### src/rtl/mips16_pkg.sv
// Shared mips16 definitions: instruction-memory loader state encoding and default sizing.
package mips16_pkg;

   localparam int DEF_NUM_WORDS = 16;
   localparam int DEF_ADDR_W    = 4;

   typedef enum logic [2:0] {
      ST_IDLE  = 3'd0,
      ST_HI    = 3'd1,
      ST_LO    = 3'd2,
      ST_WRITE = 3'd3,
      ST_CHK   = 3'd4,
      ST_DONE  = 3'd5
   } loader_state_t;

endpackage

### src/rtl/imem_loader.sv
// Streams big-endian byte pairs into instruction memory while holding the CPU in reset.
// Define IMEM_LOADER_CHECKSUM_EN to require a trailing XOR checksum byte that drives error.
module imem_loader
   import mips16_pkg::*;
#(
   parameter int NUM_WORDS = DEF_NUM_WORDS,
   parameter int ADDR_W    = DEF_ADDR_W
) (
   input  logic              clk,
   input  logic              rst,
   input  logic              start,
   input  logic              byte_valid,
   input  logic [7:0]        byte_data,
   output logic              byte_ready,
   output logic              we,
   output logic [ADDR_W-1:0] waddr,
   output logic [15:0]       wdata,
   output logic              cpu_hold,
   output logic              done,
   output logic              error,
   output logic [2:0]        fsm_state
);

   // Byte handshake: a byte moves only on a rising edge where byte_valid and
   // byte_ready are both high; byte_ready is decoded from state alone.
   loader_state_t     state;
   logic [ADDR_W-1:0] cnt;
   logic              last_word;
   logic              take;

`ifdef IMEM_LOADER_CHECKSUM_EN
   logic [7:0] xor_acc;
   logic       error_q;
   assign byte_ready = (state == ST_HI) || (state == ST_LO) || (state == ST_CHK);
   assign error      = error_q;
`else
   assign byte_ready = (state == ST_HI) || (state == ST_LO);
   assign error      = 1'b0;
`endif

   assign take      = byte_valid & byte_ready;
   assign last_word = (cnt == ADDR_W'(NUM_WORDS - 1));
   assign waddr     = cnt;
   assign fsm_state = state;

   always_ff @(posedge clk) begin
      if (rst) begin
         state    <= ST_IDLE;
         cnt      <= '0;
         wdata    <= '0;
         we       <= 1'b0;
         cpu_hold <= 1'b1;
         done     <= 1'b0;
`ifdef IMEM_LOADER_CHECKSUM_EN
         xor_acc  <= '0;
         error_q  <= 1'b0;
`endif
      end else begin
         we <= 1'b0;
         case (state)
            ST_IDLE, ST_DONE: begin
               if (start) begin
                  state    <= ST_HI;
                  cnt      <= '0;
                  cpu_hold <= 1'b1;
                  done     <= 1'b0;
`ifdef IMEM_LOADER_CHECKSUM_EN
                  xor_acc  <= '0;
                  error_q  <= 1'b0;
`endif
               end
            end
            ST_HI: begin
               if (take) begin
                  wdata[15:8] <= byte_data;
`ifdef IMEM_LOADER_CHECKSUM_EN
                  xor_acc     <= xor_acc ^ byte_data;
`endif
                  state       <= ST_LO;
               end
            end
            ST_LO: begin
               // we is registered, so it rises together with the WRITE state.
               if (take) begin
                  wdata[7:0] <= byte_data;
`ifdef IMEM_LOADER_CHECKSUM_EN
                  xor_acc    <= xor_acc ^ byte_data;
`endif
                  we         <= 1'b1;
                  state      <= ST_WRITE;
               end
            end
            ST_WRITE: begin
               if (last_word) begin
`ifdef IMEM_LOADER_CHECKSUM_EN
                  state    <= ST_CHK;
`else
                  state    <= ST_DONE;
                  done     <= 1'b1;
                  cpu_hold <= 1'b0;
`endif
               end else begin
                  cnt   <= cnt + ADDR_W'(1);
                  state <= ST_HI;
               end
            end
`ifdef IMEM_LOADER_CHECKSUM_EN
            ST_CHK: begin
               if (take) begin
                  error_q  <= (byte_data != xor_acc);
                  done     <= 1'b1;
                  cpu_hold <= 1'b0;
                  state    <= ST_DONE;
               end
            end
`endif
            default: state <= ST_IDLE;
         endcase
      end
   end

endmodule

### config.mk
export PLATFORM = sky130hd
export DESIGN_NAME = imem_loader
export DESIGN_NICKNAME = d
export VERILOG_FILES = /design/src/rtl/mips16_pkg.sv /design/src/rtl/imem_loader.sv
export SDC_FILE = /design/constraint.sdc
export NUM_CORES = 1
export LEC_CHECK = 0
export CAP_MARGIN = 10
export CORE_ASPECT_RATIO = 1.5
export CORE_UTILIZATION = 49
export CTS_BUF_LIST = sky130_fd_sc_hd__clkbuf_4
export CTS_CLUSTER_DIAMETER = 80
export CTS_CLUSTER_SIZE = 8
export DETAILED_ROUTE_END_ITERATION = 6
export MAX_ROUTING_LAYER = met4
export PLACE_DENSITY = 0.86
export RECOVER_POWER = 50
export SYNTH_ARGS = -nofsm -noshare
export SYNTH_HDL_FRONTEND = slang
export SYNTH_SLANG_ARGS = --single-unit
### constraint.sdc
create_clock -name clk -period 2.35 [get_ports clk]
set_input_delay 0.47 -clock clk [delete_from_list [all_inputs] [get_ports clk]]
set_output_delay 0.47 -clock clk [all_outputs]
set_load 0.05 [all_outputs]
==> impl_metrics.env <==
export IMPL_power_density_nw_per_um2=556
export IMPL_cts_buffers=3
export IMPL_num_vias=979
export IMPL_final_cell_area_um2=1490
export IMPL_end_kind="primary output"
export IMPL_drv_slew=0
export IMPL_clk_pin_slew_ns=0.14
export IMPL_dieArea_um2=2510
export IMPL_slew_headroom=0.651
export IMPL_core_area_um2=2100
export IMPL_critPathMaxFanout=13
export IMPL_drive_above_1_share=0.0510
export IMPL_synth_most_common_cell="dfxtp_1"
export IMPL_postCtsSetupBuffers=0
export IMPL_hold_viol=0
export IMPL_pwr_share_clk=0.231
export IMPL_dp_hpwl_mm=1.79
export IMPL_leakage_nw=0.531
export IMPL_regToRegSetupSlack_ns=0.81
export IMPL_avgSynthCellArea_um2=9.04
export IMPL_setup_slack_ns=0.122
export IMPL_dr_pass1_iters=4
export IMPL_fillers=172
export IMPL_fin_tns_setup_ns=0
export IMPL_pwr_share_seq=0.565
export IMPL_antenna_found_initial=0
export IMPL_drt_first_iter_violations=20
export IMPL_fin_crit_ns=2.23
export IMPL_worst_r2r_cell_count=3
export IMPL_min_path_type="flip-flop to flip-flop"
export IMPL_h_tree_depth=1
export IMPL_power_mw=0.830
export IMPL_p_sw_mw=0.247
export IMPL_die_h_um=60.8
export IMPL_clk_latency_ns=0.32
export IMPL_cp_start_kind="flip-flop"
export IMPL_holdBufCountCts=0
export IMPL_globalplace_congestion=0.667
export IMPL_swShare=0.298
export IMPL_ys_top_cells_by_area="dfxtp_1 (46%), mux2i_1 (7.1%), nand2_1 (5.6%), a21oi_1 (5.3%), nor2_1 (4.3%)"
export IMPL_cts_resized=0
export IMPL_grt_max_degree=21
export IMPL_antenna_cells=0
export IMPL_synth_top_area_share=0.461
export IMPL_cpMaxStageDelayCell="clkdlybuf4s50_1"
export IMPL_initial_core_util=0.538
export IMPL_synth_async_reset_ratio=0
export IMPL_overflow=0
export IMPL_setup_worst_path_start="fsm_state[2]$_SDFFE_PP0P_"
export IMPL_final_nets=171
export IMPL_fp_row_count=20
export IMPL_ys_ff_latch=26
export IMPL_dp_slack_ns=0.465
export IMPL_comb_power_share=0.205
export IMPL_worst_pin_slew_ns=0.523
export IMPL_min_from="wdata[5]$_SDFFE_PP0P_"
export IMPL_synth_edf_count=0
export IMPL_critPathTopFamily="buffers and inverters"
export IMPL_fmax_ghz=0.449
export IMPL_ant_nets=0
export IMPL_wl_mm=2.37
export IMPL_synthesis_nets=138
export IMPL_netlist_area_um2=1130
export IMPL_setup_viol=0
export IMPL_io_pin_count=40
export IMPL_status="finished clean"
export IMPL_path_cells="clkdlybuf4s50_1"
export IMPL_area_delta_synth_final_pct=32.1
export IMPL_required_ns=1.88
export IMPL_crit_arrival_ns=1.76
export IMPL_critical_path_buf_inv_count=1
export IMPL_dpl_cell_area_um2=1470
export IMPL_slowest_delay_ns=0.88
export IMPL_yosys_top_cells_count="dfxtp_1 (26), nand2_1 (17), nor2_1 (13), a21oi_1 (12), mux2i_1 (8)"
export IMPL_yosys_area_top_type="dfxtp_1"
export IMPL_irDropWorstVdd_v=0.000542
export IMPL_wl_per_cell_um=13.2
export IMPL_fin_crit_sh=0.948
export IMPL_yosysSeqAreaShare=0.461
export IMPL_whs_path_depth=2
export IMPL_die_w_um=41.2
export IMPL_crit_type="flip-flop to primary output"
export IMPL_timing_hold_ws_ns=0.469
export IMPL_io_buffers=38
export IMPL_min_to="wdata[5]$_SDFFE_PP0P_"
export IMPL_synth_main_ff_cell="dfxtp_1"
export IMPL_rsz0062_at_grt="false"
export IMPL_grt_pass1_wl_mm=3.80
export IMPL_drc=0
export IMPL_clock_root_buffer="clkbuf_4"
export IMPL_synth_distinct_cells=35
export IMPL_synthCells=125
export IMPL_first_global_vias=942
export IMPL_worst_clock_skew_ns=0.00702
export IMPL_maxCapViolations=0
export IMPL_r2r_end="wdata[8]$_SDFFE_PP0P_"
export IMPL_p_int_mw=0.582
export IMPL_rr_startpoint="fsm_state[0]$_SDFFE_PP0P_"
export IMPL_grt_util_all_layers=0.223
export IMPL_clock_path_buffers=2
export IMPL_cts_tree="yes"
export IMPL_clkSinkCount=26
export IMPL_yosysWarnings=0
export IMPL_via_per_inst=5.47
## through the flow
stage,util,instances
after floorplan,-,125
after global placement,0.701,175
after detailed placement,0.701,175
after CTS,0.714,179
after global routing,0.710,179
final,0.710,179
## layer usage
metal | wire length, um | vias to the layer above | track usage
met5 | 0 | - | -
met4 | 31 | 0 | 0.0968
met3 | 125 | 4 | 0.0366
met2 | 1200 | 33 | 0.371
met1 | 1010 | 447 | 0.251
li1 | - | 495 | -
## worst max-delay path by stage
| stage | to | slack (ns) | depth (start not counted) |
|---|---|---|---|
| CTS | fsm_state[2] | 0.08 | 1 |
| finish | fsm_state[2] | 0.12 | 1 |
| global placement | fsm_state[0] | 0.48 | 1 |
| floorplan | byte_ready | 0.12 | 3 |
| detailed placement | fsm_state[2] | 0.46 | 1 |
| global route | fsm_state[2] | 0.04 | 1 |
## flip-flops by register name (all words and copies together), names as in the netlist
register / count
cpu_hold: 1
done: 1
fsm_state: 3
waddr: 4
wdata: 16
we: 1
## final cells by class
cell class / count / area (um2) / area share
Multi-Input combinational cell: 88 / 533 / 0.357
Clock buffer: 3 / 22.5 / 0.0151
Timing Repair Buffer: 39 / 385 / 0.258
Tap cell: 22 / 27.5 / 0.0184
Clock inverter: 1 / 3.75 / 0.00251
Sequential cell: 26 / 520 / 0.349
## power by group through the flow
stage	registers [mW]	logic, mW	clock network, mW
6_report	0.469	0.170	0.191
5_1_grt	0.471	0.180	0.217
4_1_cts	0.469	0.172	0.197
3_5_place_dp	0.479	0.171	0
3_3_place_gp	0.478	0.168	0
2_1_floorplan	0.519	0.0766	0
## layout by cell type, fill, tap and decap left out, drive strengths merged, types with 2 or more instances in the layout
cell type and count:
o21ai 3, dfxtp 26, nand3 4, nor3 3
a21oi 12, mux2i 8, clkdlybuf4s50 36, nor2b 2
o21bai 2, and4bb 2, nor2 13, buf 2
clkbuf 3, a211oi 2, nand2 18, nand3b 2
nand2b 3
## cells by family (layout without fill, tap and decap cells)
kind of cell,after synthesis,in the layout,share of synthesized area
simple gates,52,52,0.237
flops,26,26,0.461
compound gates,25,25,0.142
buf+inv,11,43,0.0609
mux,8,8,0.0709
fa+ha+maj,1,1,0.0111
other cells,1,1,0.00332
xor+xnor,1,1,0.0144
No activity file was read; power rests on OpenSTA's default activity.
